--- config.mk ---
export PLATFORM = sky130hd
export DESIGN_NAME = match_sequencer
export DESIGN_NICKNAME = d
export VERILOG_FILES = /design/src/rtl/match_pkg.sv /design/src/rtl/match_lane_cmp.sv /design/src/rtl/match_sequencer.sv
export SDC_FILE = /design/constraint.sdc
export NUM_CORES = 1
export LEC_CHECK = 0
export BUFFER_PORTS_ARGS = -buffer_cell sky130_fd_sc_hd__clkbuf_2
export CORE_ASPECT_RATIO = 0.5
export CORE_MARGIN = 5
export CORE_UTILIZATION = 35
export DETAILED_ROUTE_END_ITERATION = 16
export SLEW_MARGIN = 20
export SYNTH_ARGS = -nofsm -noshare
export SYNTH_HDL_FRONTEND = slang
export SYNTH_SLANG_ARGS = --single-unit
--- constraint.sdc ---
create_clock -name clock -period 3.1 [get_ports clock]
set_input_delay 0.62 -clock clock [delete_from_list [all_inputs] [get_ports clock]]
set_output_delay 0.62 -clock clock [all_outputs]
set_load 0.05 [all_outputs]
--- src/rtl/match_pkg.sv ---
`default_nettype none
// ============================================================================
//  Module      : match_pkg
//  Description : Shared defaults, state encoding and lane helper for the
//                match sequencer.
//  Revision    : 1.0 - initial release
// ============================================================================
package match_pkg;

    localparam int DEFAULT_DEPTH  = 32;
    localparam int DEFAULT_ADDR_W = 5;
    localparam int DEFAULT_DATA_W = 32;
    localparam int DEFAULT_KEY_W  = 8;

    typedef enum logic [0:0] {
        IDLE = 1'b0,
        SCAN = 1'b1
    } state_t;

    function automatic int lane_count(input int data_w, input int key_w);
        return data_w / key_w;
    endfunction

    localparam int DEFAULT_LANES = lane_count(DEFAULT_DATA_W, DEFAULT_KEY_W);

endpackage : match_pkg
`default_nettype wire

--- src/rtl/match_lane_cmp.sv ---
`default_nettype none
// ============================================================================
//  Module      : match_lane_cmp
//  Description : Combinational byte-lane comparator; hits when any key-sized
//                lane of the word equals the key.
//  Revision    : 1.0 - initial release
// ============================================================================
module match_lane_cmp
    import match_pkg::*;
#(
    parameter int DATA_W = DEFAULT_DATA_W,
    parameter int KEY_W  = DEFAULT_KEY_W
) (
    input  logic [KEY_W-1:0]  i_key,
    input  logic [DATA_W-1:0] i_word,
    output logic              o_hit
);

    localparam int LANES = lane_count(DATA_W, KEY_W);

    logic [LANES-1:0] w_lane_hit;

    for (genvar k = 0; k < LANES; k++) begin : g_lane
        assign w_lane_hit[k] = (i_word[k*KEY_W +: KEY_W] == i_key);
    end

    assign o_hit = |w_lane_hit;

endmodule : match_lane_cmp
`default_nettype wire

--- src/rtl/match_sequencer.sv ---
`default_nettype none
// ============================================================================
//  Module      : match_sequencer
//  Description : Owns the match SRAM read port; sweeps addresses from 0 and
//                reports the first word containing the captured key.
//  Revision    : 1.0 - initial release
// ============================================================================
module match_sequencer
    import match_pkg::*;
#(
    parameter int DEPTH  = DEFAULT_DEPTH,
    parameter int ADDR_W = DEFAULT_ADDR_W,
    parameter int DATA_W = DEFAULT_DATA_W,
    parameter int KEY_W  = DEFAULT_KEY_W
) (
    input  logic              clock,
    input  logic              reset_n,
    input  logic              Go_flag,
    input  logic [KEY_W-1:0]  DataIn,
    output logic              sram_rd_en,
    output logic [ADDR_W-1:0] sram_addr,
    input  logic [DATA_W-1:0] sram_rdata,
    output logic [DATA_W-1:0] Found,
    output logic              found_valid,
    output logic [ADDR_W-1:0] match_addr,
    output logic              busy,
    output logic              done
);

    localparam logic [ADDR_W-1:0] C_LAST_ADDR = ADDR_W'(DEPTH - 1);

    state_t              r_state;
    logic [KEY_W-1:0]    r_key;
    logic [ADDR_W-1:0]   r_addr;
    logic                r_rd_en;
    logic                r_pend;
    logic [ADDR_W-1:0]   r_pend_addr;
    logic [DATA_W-1:0]   r_found;
    logic                r_found_valid;
    logic [ADDR_W-1:0]   r_match_addr;
    logic                r_busy;
    logic                r_done;
    logic                w_hit;

    match_lane_cmp #(
        .DATA_W (DATA_W),
        .KEY_W  (KEY_W)
    ) u_cmp (
        .i_key  (r_key),
        .i_word (sram_rdata),
        .o_hit  (w_hit)
    );

    always_ff @(posedge clock or negedge reset_n) begin
        if (!reset_n) begin
            r_state       <= IDLE;
            r_key         <= '0;
            r_addr        <= '0;
            r_rd_en       <= 1'b0;
            r_pend        <= 1'b0;
            r_pend_addr   <= '0;
            r_found       <= '0;
            r_found_valid <= 1'b0;
            r_match_addr  <= '0;
            r_busy        <= 1'b0;
            r_done        <= 1'b0;
        end else begin
            r_done <= 1'b0;
            case (r_state)
                IDLE: begin
                    if (Go_flag) begin
                        r_state <= SCAN;
                        r_key   <= DataIn;
                        r_addr  <= '0;
                        r_rd_en <= 1'b1;
                        r_pend  <= 1'b0;
                        r_busy  <= 1'b1;
                    end
                end
                SCAN: begin
                    // r_pend marks that sram_rdata now holds the word at r_pend_addr
                    r_pend      <= r_rd_en;
                    r_pend_addr <= r_addr;
                    if (r_pend && (w_hit || (r_pend_addr == C_LAST_ADDR))) begin
                        // The read issued this edge is dropped along with the pending flag
                        r_state       <= IDLE;
                        r_rd_en       <= 1'b0;
                        r_pend        <= 1'b0;
                        r_busy        <= 1'b0;
                        r_done        <= 1'b1;
                        r_found_valid <= w_hit;
                        r_found       <= w_hit ? sram_rdata : '0;
                        r_match_addr  <= w_hit ? r_pend_addr : '0;
                    end else if (r_rd_en) begin
                        if (r_addr == C_LAST_ADDR) begin
                            r_rd_en <= 1'b0;
                        end else begin
                            r_addr <= r_addr + 1'b1;
                        end
                    end
                end
                default: begin
                    r_state <= IDLE;
                    r_rd_en <= 1'b0;
                    r_pend  <= 1'b0;
                    r_busy  <= 1'b0;
                end
            endcase
        end
    end

    assign sram_rd_en  = r_rd_en;
    assign sram_addr   = r_addr;
    assign Found       = r_found;
    assign found_valid = r_found_valid;
    assign match_addr  = r_match_addr;
    assign busy        = r_busy;
    assign done        = r_done;

endmodule : match_sequencer
`default_nettype wire

Word-level counts from Yosys, hierarchy flattened --
Index checks and enable logic that the tools add are counted.
Word-level totals: bits in registers 61, latch bits 0, memory bits (writable) 0, bits in read-only memories 0, output and inout bits 46, memories kept 0
Cells by class: add/sub/neg operators 1, multiply operators 0, div/mod/pow operators 0, $lt $le $gt $ge 0, equality and inequality tests 11, shift-type cells 0, mux-type cells 22, bitwise gates (word level) 1, reduce and logical (&&, ||, !) cells 7
Operators with widths (count):
- 8-bit equality test | 4
- 32-bit two-way mux | 1
- 5-bit two-way mux | 5
- 1-bit two-way mux | 11
- 5-bit equality test, second input constant | 2
- 5-bit case mux with 2 select lines | 1
- 1-bit case mux with 2 select lines | 4
- 2-bit != test, second input constant | 3
- 2-bit AND reduction | 3
- 5-bit by 1-bit adder with 5-bit output, second input constant | 1
- 2-bit by 1-bit != test with 1-bit output, second input constant | 2
- 4-bit AND reduction | 1
- 4-bit OR reduction | 1
- 1-bit logical AND | 1
- 1-bit logical OR | 1
- 1-bit NOT | 1

Longest topological paths before layout --
word-level depth 6, gate-level depth with buffers 10

Modules after synthesis --
From an unflattened synthesis, not the netlist that was laid out.
Unflattened totals: cells, all modules 289, area, all modules 2947.8 µm²
Modules (own cells, without submodules):
- match_sequencer | times used 1, cells each 244, area each 2596.2 µm², seq. area each 1526.5 µm²
- match_lane_cmp | times used 1, cells each 45, area each 351.6 µm², seq. area each 0.0 µm²

Least setup slack after synthesis --
No wires, ideal clock.
path kind flip-flop to flip-flop, start point reg r_addr[0] (netlist: sram_addr[0]), end point reg r_addr[3] (netlist: sram_addr[3]), setup time 0.087 ns, data arrival time 2.431 ns, data required time 3.013 ns, setup slack 0.582 ns, cell stages (with the launch flop) 8, path buffers 0, period minus slack after synthesis 2.518 ns, cell sequence dfrtp_1 ha_1 and3_1 ha_1 or3_1 o32ai_4 or4b_1 o211ai_1
Between the ends: word-level cells in the longest chain between the ends 5
Ends and longest elaborated chain:
- start: declaration | line match_sequencer.sv:34 | logic [ADDR_W-1:0] r_addr;
- start signal: assignment | line match_sequencer.sv:98 | r_addr <= r_addr + 1'b1;
- 5-bit by 1-bit adder with 5-bit output | line match_sequencer.sv:98
- 5-bit two-way mux | line match_sequencer.sv:95 | if (r_addr == C_LAST_ADDR) begin
- 5-bit two-way mux | line match_sequencer.sv:94 | end else if (r_rd_en) begin
- 5-bit two-way mux | line match_sequencer.sv:84 | if (r_pend && (w_hit || (r_pend_addr == C_LAST_ADDR))) begin
- 5-bit case mux with 2 select lines | line match_sequencer.sv:69 | case (r_state)
Several ways; a longest one is shown, not always the timed one. The select of a mux whose other input is x is not followed. A chain may end at the register's enable or synchronous reset.

Worst setup path in the final report --
Ends and elaborated chain as after synthesis.

==> results by stage <==
Outcome:
- The flow ran to the end, and the final reports show no timing, DRC or antenna violations.

Worst setup path:
- The most numerous cell on the critical path is ha_1.
- For the worst setup path, the data arrival time is 2.68 ns.
- The endpoint of the lowest-slack register-to-register path is sram_addr[3]$_DFFE_PN0P_.
- The maximum cell stage delay along the critical path is 0.48 ns.
- The cell with the biggest individual delay on the critical path is or4b_1.
- The startpoint of the worst register-to-register path is sram_addr[0]$_DFFE_PN0P_.
- Along the worst path, the maximum fanout reaches 8.
- The class of the most critical setup path is flip-flop to flip-flop.
- The worst register-to-register path has a depth of 7.
- The worst setup path is launched from a flip-flop.
- STA classifies the critical path endpoint as a flip-flop.
- The flop-to-flop setup slack is 0.66 ns.
- Data on the critical path is required at its endpoint by 3.33 ns.
- The signal on the critical path passes through ha_1 > and3_1 > ha_1 > or3_1 > o32ai_4 > or4b_1 > o211ai_1.

Logic synthesis:
- The most frequently used cell type in the post-synthesis netlist is nand2_1.
- Synthesis produced a netlist with a net count of 342.
- After synthesis the netlist holds a flip-flop and latch count of 61.
- After synthesis, the most frequently instantiated cells are nand2_1 (83), dfrtp_1 (61), o21ai_1 (37), xor2_1 (32).
- By area the synthesized netlist is led by dfrtp_1 (52%), nand2_1 (11%), xor2_1 (9.5%).
- The top cell type's share of synthesized area is 52.00%.
- The summed instance area of the synthesized netlist is 2935 µm².
- The biggest area contributor in the post-synthesis netlist is dfrtp_1.
- The distinct cell type count of the synthesized netlist is 35.
- Counting every instance in the synthesized netlist gives 297.
- Among all flip-flop cells after synthesis, the most frequent one is dfrtp_1.
- The total number of yosys warnings is 0.
- The share of the Yosys chip area taken by registers is 52.00%.
- The mean instance size in the synthesized netlist is 9.883 µm².
- The async set-reset flop share out of synthesis is 100.0%.
- The number of synthesized flops with an enable pin is 0.

Power and ir drop:
- The analysis attributes to cell leakage a power of 1.768 nW.
- The power share of the combinational group is 28.8%.
- The clock network power share is 31.3%.
- The worst-case IR drop observed on VDD is 0.4297 mV.
- Net switching is 36.10% of the power.
- The power share of the sequential group is 39.9%.
- The power per standard cell area is 790.4 nW/µm².
- The internal power consumption is 1.872 mW.
- The switching power of the nets is 1.058 mW.

CTS:
- The post-cts resize count is 0.
- Post-CTS timing repair inserted 0 buffers for setup.
- The clock transition at the registers of the reported paths is 0.05 ns.
- The later pin in the worst-skew pair is clocked with a latency of 0.32 ns.
- The number of hold buffers added after CTS was 0.
- The library cell used as clock root buffer is clkbuf_16.
- The maximum number of buffers from clock root to sink is 2.
- CTS built an H-tree with a depth of 3.
- TritonCTS built the clock tree.
- The number of clock buffers added by TritonCTS is 9.
- The clock net in this run drives a total of 61 sinks.

STA:
- After layout, the worst setup slack is 0.6567 ns.
- The final critical path takes up 78.82% of the cycle.
- The final total negative setup slack is 0 ns.
- The final setup violation count is 0.
- At the pin with the least slew margin, the transition time is 0.7944 ns.
- Setup repair after global routing left no endpoint under its margin.
- The shortest period the worst path allows is 2.443 ns.
- The tightest slew margin relative to the limit is 46.78%.
- On the final layout, the worst clock skew is 0.005615 ns.
- The count of endpoints failing hold in the final timing report came to 0.
- The final max-slew violation count is 0.
- Based on the critical path, the design can be clocked at up to 409.3 MHz.

Die:
- The chip height is 74.76 µm.
- The floorplan step defined a die boundary enclosing 10,430 µm².
- The top-level port count is 89.
- The floorplan has 23 rows.
- From left edge to right edge, the die measures 139.5 µm.
- The initial utilization of the core area, before any placement, comes to 36.30%.
- The placeable core area is 8087 µm².

Final layout:
- Cells with a size suffix above 1 make up 31.50% of the layout.
- The multi-input combinational cells in the finished layout cover a total of 1255 µm².
- The area taken by flip-flops and latches is 1526 µm².
- The final core area utilization is 45.83%.
- At the end of the flow, the number of nets in the layout was 422.
- The repair_antennas step left the layout with diodes totalling 0.
- Compared with the post-synthesis result, the final layout area differs by 26.26%.
- The filler cells instantiated in the layout total 787.

Place:
- The global placer's final weighted congestion is 0.7135.
- The placed wire-length estimate is 5375 µm.
- Timing analysis after detailed placement gives a worst setup slack of 0.5378 ns.
- The count of buffers added on input and output ports is 88.

Drt:
- The average wire per standard cell is 14.39 µm.
- The DRC violations left is 0.
- The total wirelength of the detailed-routed design is 7092 µm.
- The via density per instance is 4.592.
- The detailed router finished its first iteration with 89 violations.
- The overall via count from detail_route is 2,264.
- Before antenna repair, the detailed router went through 4 iterations.
- The count of nets left with antenna violations once routing finished came out at 0.

GRT:
- The wire length of the first global-routing pass is 11,890 µm.
- The pin count of the biggest net entering global routing is 47.
- The number of global-route vias before repair came to 2,321.
- The combined global-route utilization of all metal layers is 14.74%.
- The overall overflow remaining after global route is 0.
- The number of antenna violations at the first check in global routing is 0.

Worst hold path:
- The worst hold path belongs to the class input pin to asynchronous set/reset pin.

Run:
- The number of maximum-capacitance constraint violations is 0.
[cell usage in the layout (no fill, tap or decap), types with 2 or more instances in the layout]
cell type and instances:
a31oi_1 2, clkbuf_2 88, mux2_2 11, dfrtp_1 61, nor3b_1 2, buf_4 3, o21ai_0 5, ha_1 2
inv_1 6, xor2_1 32, clkbuf_16 9, o21ai_1 37, nor2_1 5, o211ai_1 2, nand2_1 83, clkbuf_8 3
nor4_1 8, mux2i_1 2, clkbuf_1 2
[worst max-delay path by stage]
stage / to / start / cells after the start
final: sram_addr[3]$_DFFE_PN0P_ / sram_addr[0]$_DFFE_PN0P_ / 7
after CTS: sram_addr[3]$_DFFE_PN0P_ / sram_addr[0]$_DFFE_PN0P_ / 7
after global placement: match_addr[4]$_DFFE_PN0P_ / sram_rdata[9] / 8
after floorplan: sram_addr[3]$_DFFE_PN0P_ / sram_addr[0]$_DFFE_PN0P_ / 7
after detailed placement: Found[15]$_DFFE_PN0P_ / sram_rdata[9] / 9
after global routing: Found[25]$_DFFE_PN0P_ / r_key[6]$_DFFE_PN0P_ / 8
[power by group through the flow]
stage	Clock [mW]	Combinational (mW)	Sequential [mW]
final	0.917	0.845	1.17
after global routing	0.984	0.941	1.20
after CTS	0.949	0.856	1.17
after detailed placement	0	0.849	1.18
after global placement	0	0.840	1.18
after floorplan	0	0.590	1.26
[worst max-delay path, delay by kind of cell, from the launching register on]
| kind | cells | cell delay, ns |
|---|---|---|
| AOI/OAI and AO/OA | 2 | 0.35 |
| and+or+nand+nor | 3 | 1.09 |
| DFF | 1 | 0.44 |
| adders and majority gates | 2 | 0.48 |
[cell type report]
type	instances	area share, %
Inverter	6	0.6077
Sequential cell	61	41.19
Tap cell	112	3.781
Multi-Input combinational cell	207	33.86
Timing Repair Buffer	92	13.03
Clock buffer	14	7.394
Clock inverter	1	0.1350
[cell families (layout without fill, tap and decap cells)]
kind of cell             count (synthesis)  after routing  share of synthesized area (%)
AO/OA/AOI/OAI                           52             52                          10.49
XOR/XNOR                                33             33                          9.847
adder cells (fa/ha/maj)                  2              2                         0.8524
buffers and inverters                   29            113                          5.541
flip-flops                              61             61                          52.00
multiplexers                            14             14                          5.413
AND/OR/NAND/NOR                        106            106                          15.86
[routing by layer]
| metal | share of wire [%] | global-route usage [%] | vias to the layer above |
|---|---|---|---|
| met1 | 45 | 18.03 | 1070 |
| li1 | - | - | 1140 |
| met5 | 0 | 0 | - |
| met2 | 49 | 24.33 | 48 |
| met3 | 5.1 | 6.409 | 6 |
| met4 | 1.1 | 4.230 | 0 |
[per-stage QoR]
step	total power [mW]	hold slack, ns	cell area [µm²]	cells
finish	2.929	0.3024	3706	493
global route	3.121	0.3433	3706	493
CTS	2.976	0.3194	3706	493
detailed placement	2.032	0.4745	3427	478
global placement	2.021	0.4679	3427	478
floorplan	1.846	0.3244	2935	297
[state kept, by name (all words and copies together), names as in the netlist]
signal       cells
match_addr       5
r_pend_addr      5
busy             1
Found           32
r_pend           1
done             1
sram_addr        5
r_key            8
r_state          1
sram_rd_en       1
found_valid      1
Power figures use the tool's default switching activity.
